[src/rtl/arb_pkg.sv]
// Shared types and helpers for the prio_sel_arbiter block.
package arb_pkg;

  // Widest request vector the index helper supports.
  localparam int ARB_MAX_REQ = 16;

  typedef enum logic [1:0] {
    ARB_PRIORITY = 2'd0,
    ARB_RR       = 2'd1,
    ARB_UNIQUE   = 2'd2
  } arb_mode_e;

  typedef enum logic [1:0] {
    IDLE    = 2'd0,
    GRANT   = 2'd1,
    RELEASE = 2'd2
  } arb_state_e;

  // Binary index of a one-hot vector. An all-zero vector maps to 0.
  function automatic logic [3:0] onehot2idx(input logic [ARB_MAX_REQ-1:0] oh);
    logic [3:0] idx;
    idx = '0;
    for (int i = 0; i < ARB_MAX_REQ; i++) begin
      if (oh[i]) idx = idx | 4'(i);
    end
    return idx;
  endfunction

endpackage

[src/rtl/arb_pick.sv]
// Combinational winner selection for prio_sel_arbiter.
// Produces a one-hot winner for the configured mode plus any/multi flags.
module arb_pick
  import arb_pkg::*;
#(
  parameter int N_REQ = 4,
  parameter int IDX_W = $clog2(N_REQ)
) (
  input  logic [N_REQ-1:0] req,
  input  logic [IDX_W-1:0] rr_ptr,
  input  arb_mode_e        mode,
  output logic [N_REQ-1:0] winner,
  output logic             any,
  output logic             multi
);

  // One extra bit so rr_ptr + offset never overflows before the wrap.
  localparam int SUM_W = IDX_W + 1;

  logic [N_REQ-1:0] win_fixed;
  logic [N_REQ-1:0] win_rr;

  // Fixed priority: lowest set index wins.
  always_comb begin
    logic found;
    win_fixed = '0;
    found     = 1'b0;
    for (int i = 0; i < N_REQ; i++) begin
      if (req[i] && !found) begin
        win_fixed[i] = 1'b1;
        found        = 1'b1;
      end
    end
  end

  // Round robin: first set index at or after rr_ptr, wrapping N_REQ-1 -> 0.
  always_comb begin
    logic             found;
    logic [SUM_W-1:0] pos;
    win_rr = '0;
    found  = 1'b0;
    pos    = '0;
    for (int i = 0; i < N_REQ; i++) begin
      pos = SUM_W'(rr_ptr) + SUM_W'(i);
      if (pos >= SUM_W'(N_REQ)) pos = pos - SUM_W'(N_REQ);
      if (req[pos[IDX_W-1:0]] && !found) begin
        win_rr[pos[IDX_W-1:0]] = 1'b1;
        found                  = 1'b1;
      end
    end
  end

  assign any    = |req;
  assign multi  = (req & (req - N_REQ'(1))) != '0;
  // UNIQUE only ever grants a single-hot request, so lowest-index is exact there.
  assign winner = (mode == ARB_RR) ? win_rr : win_fixed;

endmodule

[src/rtl/prio_sel_arbiter.sv]
// N-way request arbiter with registered one-hot grant held until released.
// Modes: fixed priority, round robin, strict unique (multi-hot flagged, not granted).
// Optional macro ARB_TIMEOUT_EN: revoke a grant held for TIMEOUT cycles and pulse err_timeout.
//
// state   | meaning
// IDLE    | no grant; arbitrate whenever req != 0
// GRANT   | grant held stable until done (or hold timeout)
// RELEASE | grant dropped; one dead cycle before re-arbitration
module prio_sel_arbiter
  import arb_pkg::*;
#(
  parameter int N_REQ   = 4,
  parameter int MODE    = 0,
  parameter int CNT_W   = 8,
  parameter int TIMEOUT = 64
) (
  input  logic                     clk,
  input  logic                     rst_n,
  input  logic [N_REQ-1:0]         req,
  input  logic                     done,
  output logic [N_REQ-1:0]         gnt,
  output logic [$clog2(N_REQ)-1:0] gnt_idx,
  output logic                     gnt_valid,
  output logic                     err_multi,
  output logic [CNT_W-1:0]         viol_cnt,
  output logic                     err_timeout
);

  localparam int              IDX_W    = $clog2(N_REQ);
  localparam arb_mode_e       ARB_MODE = arb_mode_e'(2'(MODE));
  localparam logic [CNT_W-1:0] VIOL_MAX = '1;

  if (N_REQ < 2 || N_REQ > ARB_MAX_REQ || MODE < 0 || MODE > 2 || TIMEOUT < 1) begin : g_bad_cfg
    $fatal(1, "prio_sel_arbiter: illegal N_REQ, MODE or TIMEOUT");
  end

  arb_state_e       state_q, state_d;
  logic [N_REQ-1:0] gnt_q, gnt_d;
  logic [IDX_W-1:0] idx_q, idx_d;
  logic             valid_q, valid_d;
  logic             err_multi_q, err_multi_d;
  logic [CNT_W-1:0] viol_q, viol_d;
  logic [IDX_W-1:0] rr_q, rr_d;

  logic [N_REQ-1:0] winner;
  logic             any;
  logic             multi;
  logic [IDX_W-1:0] win_idx;
  logic             hold_expired;

  arb_pick #(
    .N_REQ (N_REQ),
    .IDX_W (IDX_W)
  ) u_pick (
    .req    (req),
    .rr_ptr (rr_q),
    .mode   (ARB_MODE),
    .winner (winner),
    .any    (any),
    .multi  (multi)
  );

  assign win_idx = IDX_W'(onehot2idx(ARB_MAX_REQ'(winner)));

`ifdef ARB_TIMEOUT_EN
  localparam int HOLD_W = $clog2(TIMEOUT + 1);

  logic [HOLD_W-1:0] hold_q, hold_d;
  logic              err_to_q, err_to_d;

  assign hold_expired = (hold_q == HOLD_W'(TIMEOUT - 1));
  assign err_timeout  = err_to_q;

  // Hold counter: zero while idle so it starts at 0 on GRANT entry; done wins over timeout.
  always_comb begin
    hold_d   = hold_q;
    err_to_d = 1'b0;
    if (state_q == IDLE) begin
      hold_d = '0;
    end else if (state_q == GRANT) begin
      hold_d   = hold_q + HOLD_W'(1);
      err_to_d = hold_expired && !done;
    end
  end

  // Hold counter and timeout pulse registers.
  always_ff @(posedge clk or negedge rst_n) begin
    if (!rst_n) begin
      hold_q   <= '0;
      err_to_q <= 1'b0;
    end else begin
      hold_q   <= hold_d;
      err_to_q <= err_to_d;
    end
  end
`else
  assign hold_expired = 1'b0;
  assign err_timeout  = 1'b0;
`endif

  // Next-state and next-output computation for the grant FSM.
  always_comb begin
    state_d     = state_q;
    gnt_d       = gnt_q;
    idx_d       = idx_q;
    valid_d     = valid_q;
    err_multi_d = 1'b0;
    viol_d      = viol_q;
    rr_d        = rr_q;
    case (state_q)
      IDLE: begin
        gnt_d   = '0;
        idx_d   = '0;
        valid_d = 1'b0;
        if (ARB_MODE == ARB_UNIQUE && multi) begin
          err_multi_d = 1'b1;
          if (viol_q != VIOL_MAX) viol_d = viol_q + CNT_W'(1);
        end else if (any) begin
          state_d = GRANT;
          gnt_d   = winner;
          idx_d   = win_idx;
          valid_d = 1'b1;
          rr_d    = (win_idx == IDX_W'(N_REQ - 1)) ? '0 : win_idx + IDX_W'(1);
        end
      end
      GRANT: begin
        if (done || hold_expired) begin
          state_d = RELEASE;
          gnt_d   = '0;
          idx_d   = '0;
          valid_d = 1'b0;
        end
      end
      RELEASE: state_d = IDLE;
      default: state_d = IDLE;
    endcase
  end

  // FSM state, round-robin pointer and registered outputs.
  always_ff @(posedge clk or negedge rst_n) begin
    if (!rst_n) begin
      state_q     <= IDLE;
      gnt_q       <= '0;
      idx_q       <= '0;
      valid_q     <= 1'b0;
      err_multi_q <= 1'b0;
      viol_q      <= '0;
      rr_q        <= '0;
    end else begin
      state_q     <= state_d;
      gnt_q       <= gnt_d;
      idx_q       <= idx_d;
      valid_q     <= valid_d;
      err_multi_q <= err_multi_d;
      viol_q      <= viol_d;
      rr_q        <= rr_d;
    end
  end

  assign gnt       = gnt_q;
  assign gnt_idx   = idx_q;
  assign gnt_valid = valid_q;
  assign err_multi = err_multi_q;
  assign viol_cnt  = viol_q;

endmodule
[config.mk]
export PLATFORM = sky130hd
export DESIGN_NAME = prio_sel_arbiter
export DESIGN_NICKNAME = d
export VERILOG_FILES = /design/src/rtl/arb_pkg.sv /design/src/rtl/arb_pick.sv /design/src/rtl/prio_sel_arbiter.sv
export SDC_FILE = /design/constraint.sdc
export NUM_CORES = 1
export LEC_CHECK = 0
export CAP_MARGIN = 20
export CORE_MARGIN = 2
export CORE_UTILIZATION = 32
export CTS_CLUSTER_DIAMETER = 200
export DETAILED_ROUTE_END_ITERATION = 8
export PLACE_DENSITY_LB_ADDON = 0.25
export SLEW_MARGIN = 20
export SYNTH_ARGS = -nofsm -noshare
export SYNTH_HDL_FRONTEND = slang
export SYNTH_SLANG_ARGS = --single-unit
[constraint.sdc]
create_clock -name clk -period 1 [get_ports clk]
set_input_delay 0.1 -clock clk [delete_from_list [all_inputs] [get_ports clk]]
set_output_delay 0.1 -clock clk [all_outputs]
set_load 0.02 [all_outputs]
==> summary by stage <==
Drt
The total via count after detailed routing is approximately 350. In the final routed layout, each cell accounts on average for around 10 µm. The count of nets left with antenna violations once routing finished came out at 0. After detailed routing, the total wire length is roughly 800 µm. Using the TritonRoute via totals, the vias-per-cell ratio works out to ~4.4. The detailed-router iteration count before antenna repair is 4. The first-iteration detailed-routing DRC count is 3.

In the routed design, unresolved DRC markers number 0.

Layout
Summing all multi-input logic gate instances after layout gives about 190 µm². The storage element area is ~230 µm². The fill cell total of the finished layout is 135. With fillers left out, the area of the finished cells amounts to slightly above 600 µm².

The area growth from synthesis to layout is 36.62%. Cells with a size suffix above 1 make up a little over a third of the layout. In the final design database the tool counted roughly 70 nets.

The number of diodes is 0.

GRT
The initial antenna violation count is 0. Global routing finished with a remaining overflow of 0. The via count of the first global-routing pass is between 200 and 300. Global routing used roughly 11% of the available tracks.

Entering global routing, the biggest net connects 10 pins. The first global-routing pass estimated roughly 1200 µm of wire.

Flow run
The number of violations of the max-capacitance limit is 0.

Die
The y dimension of the die is 41.26 µm. The total die area is roughly 1700 µm². For this design the top-level I/O count stands at 24. The placeable core region is between 1000 and 1500 µm². The floorplan has 13 rows. For this configuration, the core starts out at a cell density of around a third. Measured along the x axis, the die boundary spans 41.26 µm.

Synth
The synthesized area is 444.2 µm². Yosys mapped the design onto 16 distinct sky130hd cell types. After synthesis, the largest family of logic cells by area is compound AO/OA/AOI/OAI gates. Sequential elements use 50.70% of the synthesized area. Ranked by total cell area, the synthesized netlist is headed by sky130_fd_sc_hd__dfrtp_1 (51%), sky130_fd_sc_hd__buf_4 (17%), sky130_fd_sc_hd__a22o_1 (5.9%). The simple logic cell fraction of the synthesized area is between 10% and 20%. The per-instance average area after synthesis is approximately 11 µm².

After synthesis, the largest area contributor takes up between 50% and 60% of total cell area. The biggest area contributor in the post-synthesis netlist is sky130_fd_sc_hd__dfrtp_1. The share of the synthesized area in compound gates (AO/OA/AOI/OAI) is 19.15%.

The register bit total from synthesis is 9. The share of synthesized area spent on multiplexers is 0%. The instance count of the mapped netlist is 42. The count of synthesis-stage warnings from yosys is 0.

Summing the areas of all fa, ha and maj instances in the mapped netlist gives 0% of the synthesized area. The synthesized netlist devotes 0% of its cell area to XOR and XNOR gates.

Placement
The congestion estimate from routability-driven global placement came to 0.7855. The placed instances occupy a cell area of approximately 600 µm². The count of buffers added on input and output ports is 13.

Clock tree
The number of sinks driven by the clock tree is 9. TritonCTS built the clock tree. The tree is rooted in a sky130_fd_sc_hd__clkbuf_4. Clock-pin slew was measured on the worst setup and hold paths at approximately 60 ps.

CTS built an H-tree with a depth of 1. The number of hold buffers added after CTS is 0. The total CTS buffers is 3.

At the later pin of the worst-skew pair, clock insertion delay measures between 200 and 300 ps. The maximum count of clock buffers along a single path is 2.

Timing
The final number of max-transition violations is 0. The final period utilization is 102.7%. The worst setup skew after layout is between 3 and 4 ps. The worst path in the final design needs a cycle of a little over 1000 ps, including I/O delays and setup. The setup TNS is -103.0 ps. The final number of setup-violating endpoints is 6. Setup repair after global routing could not meet its margin everywhere.

For this run, the top clock speed supported by timing is 974.1 MHz. After layout, the worst setup slack is -26.59 ps. The final-report hold violation count came to 0.

Worst setup path
The reg-to-reg critical path endpoint is gnt_idx[0]. At the worst endpoint, the arrival time is 1210 ps. Tracing the worst setup path back leads to its startpoint at state_q[1]. The worst setup path endpoint is gnt_idx[0].

The kind of start point of the critical path is a register. In this run the critical register-to-register path is launched from state_q[1]. Along the worst path, the maximum fanout reaches 6.

STA classifies the critical path endpoint as a register. The critical path start-end classification is reg2reg. The setup check on the worst reg-to-reg path leaves a slack of -30 ps. For the worst flop-to-flop path, the logic depth is 2. STA puts the critical path data required time at between 1000 and 1500 ps.

Power and ir drop
The highest ir drop seen on vdd is around 0.0012 V. Summed over all cells, the static leakage comes to about 0.00031 µW. Dividing total power by cell area gives a power density of 2513 nW/µm².

Worst hold path
The path class of the lowest-slack min-delay path is in2async.

Status
The final reports fail on setup timing. The flow ran to the end, but the final reports show violations.
==> synthesized netlist by cell type <==
| cell | count |
|---|---|
| sky130_fd_sc_hd__a21bo_2 | 1 |
| sky130_fd_sc_hd__o2bb2ai_1 | 3 |
| sky130_fd_sc_hd__nand2b_1 | 1 |
| sky130_fd_sc_hd__nand2_1 | 1 |
| sky130_fd_sc_hd__or3_1 | 1 |
| sky130_fd_sc_hd__conb_1 | 1 |
| sky130_fd_sc_hd__inv_1 | 2 |
| sky130_fd_sc_hd__dfrtp_1 | 9 |
| sky130_fd_sc_hd__buf_4 | 10 |
| sky130_fd_sc_hd__nor2_1 | 5 |
| sky130_fd_sc_hd__nor2b_1 | 1 |
| sky130_fd_sc_hd__a22o_1 | 3 |
| sky130_fd_sc_hd__a21o_2 | 1 |
| sky130_fd_sc_hd__o21ai_0 | 1 |
| sky130_fd_sc_hd__a211o_1 | 1 |
| sky130_fd_sc_hd__nor4_1 | 1 |
==> report_power, final <==
| part | internal, µW | total, µW | switching [µW] | leakage [µW] |
|---|---|---|---|---|
| sequential | 497 | 604 | 107 | 0.000114 |
| combinational | 307 | 637 | 329 | 0.000182 |
| clock | 154 | 284 | 130 | 0.0000150 |
| total | 958 | 1520 | 567 | 0.000311 |
==> per-layer routing <==
layer | global-route usage (%) | routed length, µm | vias to the layer above
li1 | - | - | 169
met1 | 13.67 | 325 | 163
met2 | 16.41 | 400 | 12
met3 | 3.261 | 54 | 2
met4 | 9.677 | 8 | 0
met5 | 0 | 0 | -
==> area by class of cell <==
type	count	area share, %
sequential	9	37.53
timing repair buffer	18	21.86
inverter	2	1.237
tap	15	3.093
clock buffer	4	4.330
multi-input combinational	30	31.96
==> timing repair <==
item | in CTS | in global routing
pin swaps | 1 | 7
setup buffers | 0 | 0
resized for setup | 23 | 11
setup endpoints to repair | 13 | 11
==> worst max-delay path, cell delays in order, from the launching register on <==
cell	delay, ps
sky130_fd_sc_hd__dfrtp_2	450
sky130_fd_sc_hd__or3_4	390
sky130_fd_sc_hd__o2bb2ai_1	120
==> logic make-up after synthesis <==
| logic type | after synthesis |
|---|---|
| buf+inv | 12 |
| compound gates | 10 |
| simple gates | 10 |
| flops | 9 |
| other cells | 1 |
==> per-stage QoR <==
step	hold WS, ps	instances	util (%)	total power [µW]	worst slack (ps)
6_report	130.5	78	46.63	1525	-26.59
5_1_grt	167.6	78	46.63	1628	-52.46
4_1_cts	144.9	78	47.02	1529	-55.03
3_5_place_dp	420.8	74	45.29	1284	-240.0
3_3_place_gp	418.4	74	45.29	1281	-227.9
2_1_floorplan	-195.6	51	-	973.7	29.46
==> how the worst min path moves through the flow <==
stage | end | cells after the start | slack (ps) | start
final | gnt_valid | 1 | 130 | rst_n
after global routing | gnt_idx[1] | 1 | 170 | rst_n
after CTS | gnt_valid | 1 | 140 | rst_n
after detailed placement | gnt_valid | 1 | 420 | rst_n
after global placement | gnt_valid | 1 | 420 | rst_n
after floorplan | gnt[0] | 0 | -200 | rst_n
==> layout by cell type, fill, tap and decap left out, types with 2 or more instances in the layout <==
master                            synthesis  layout
sky130_fd_sc_hd__a22o_1                   3       3
sky130_fd_sc_hd__o2bb2ai_1                3       2
sky130_fd_sc_hd__clkdlybuf4s50_1          0       6
sky130_fd_sc_hd__dfrtp_2                  0       2
sky130_fd_sc_hd__buf_4                   10       5
sky130_fd_sc_hd__inv_1                    2       2
sky130_fd_sc_hd__nor2_1                   5       5
sky130_fd_sc_hd__clkbuf_4                 0       3
sky130_fd_sc_hd__buf_2                    0       7
sky130_fd_sc_hd__dfrtp_1                  9       7
sky130_fd_sc_hd__conb_1                   1      10
==> sequential cells by signal, summed over array words and instances (netlist names) <==
name	cells
gnt	4
gnt_idx	2
gnt_valid	1
state_q	2
Power figures use the tool's default switching activity.
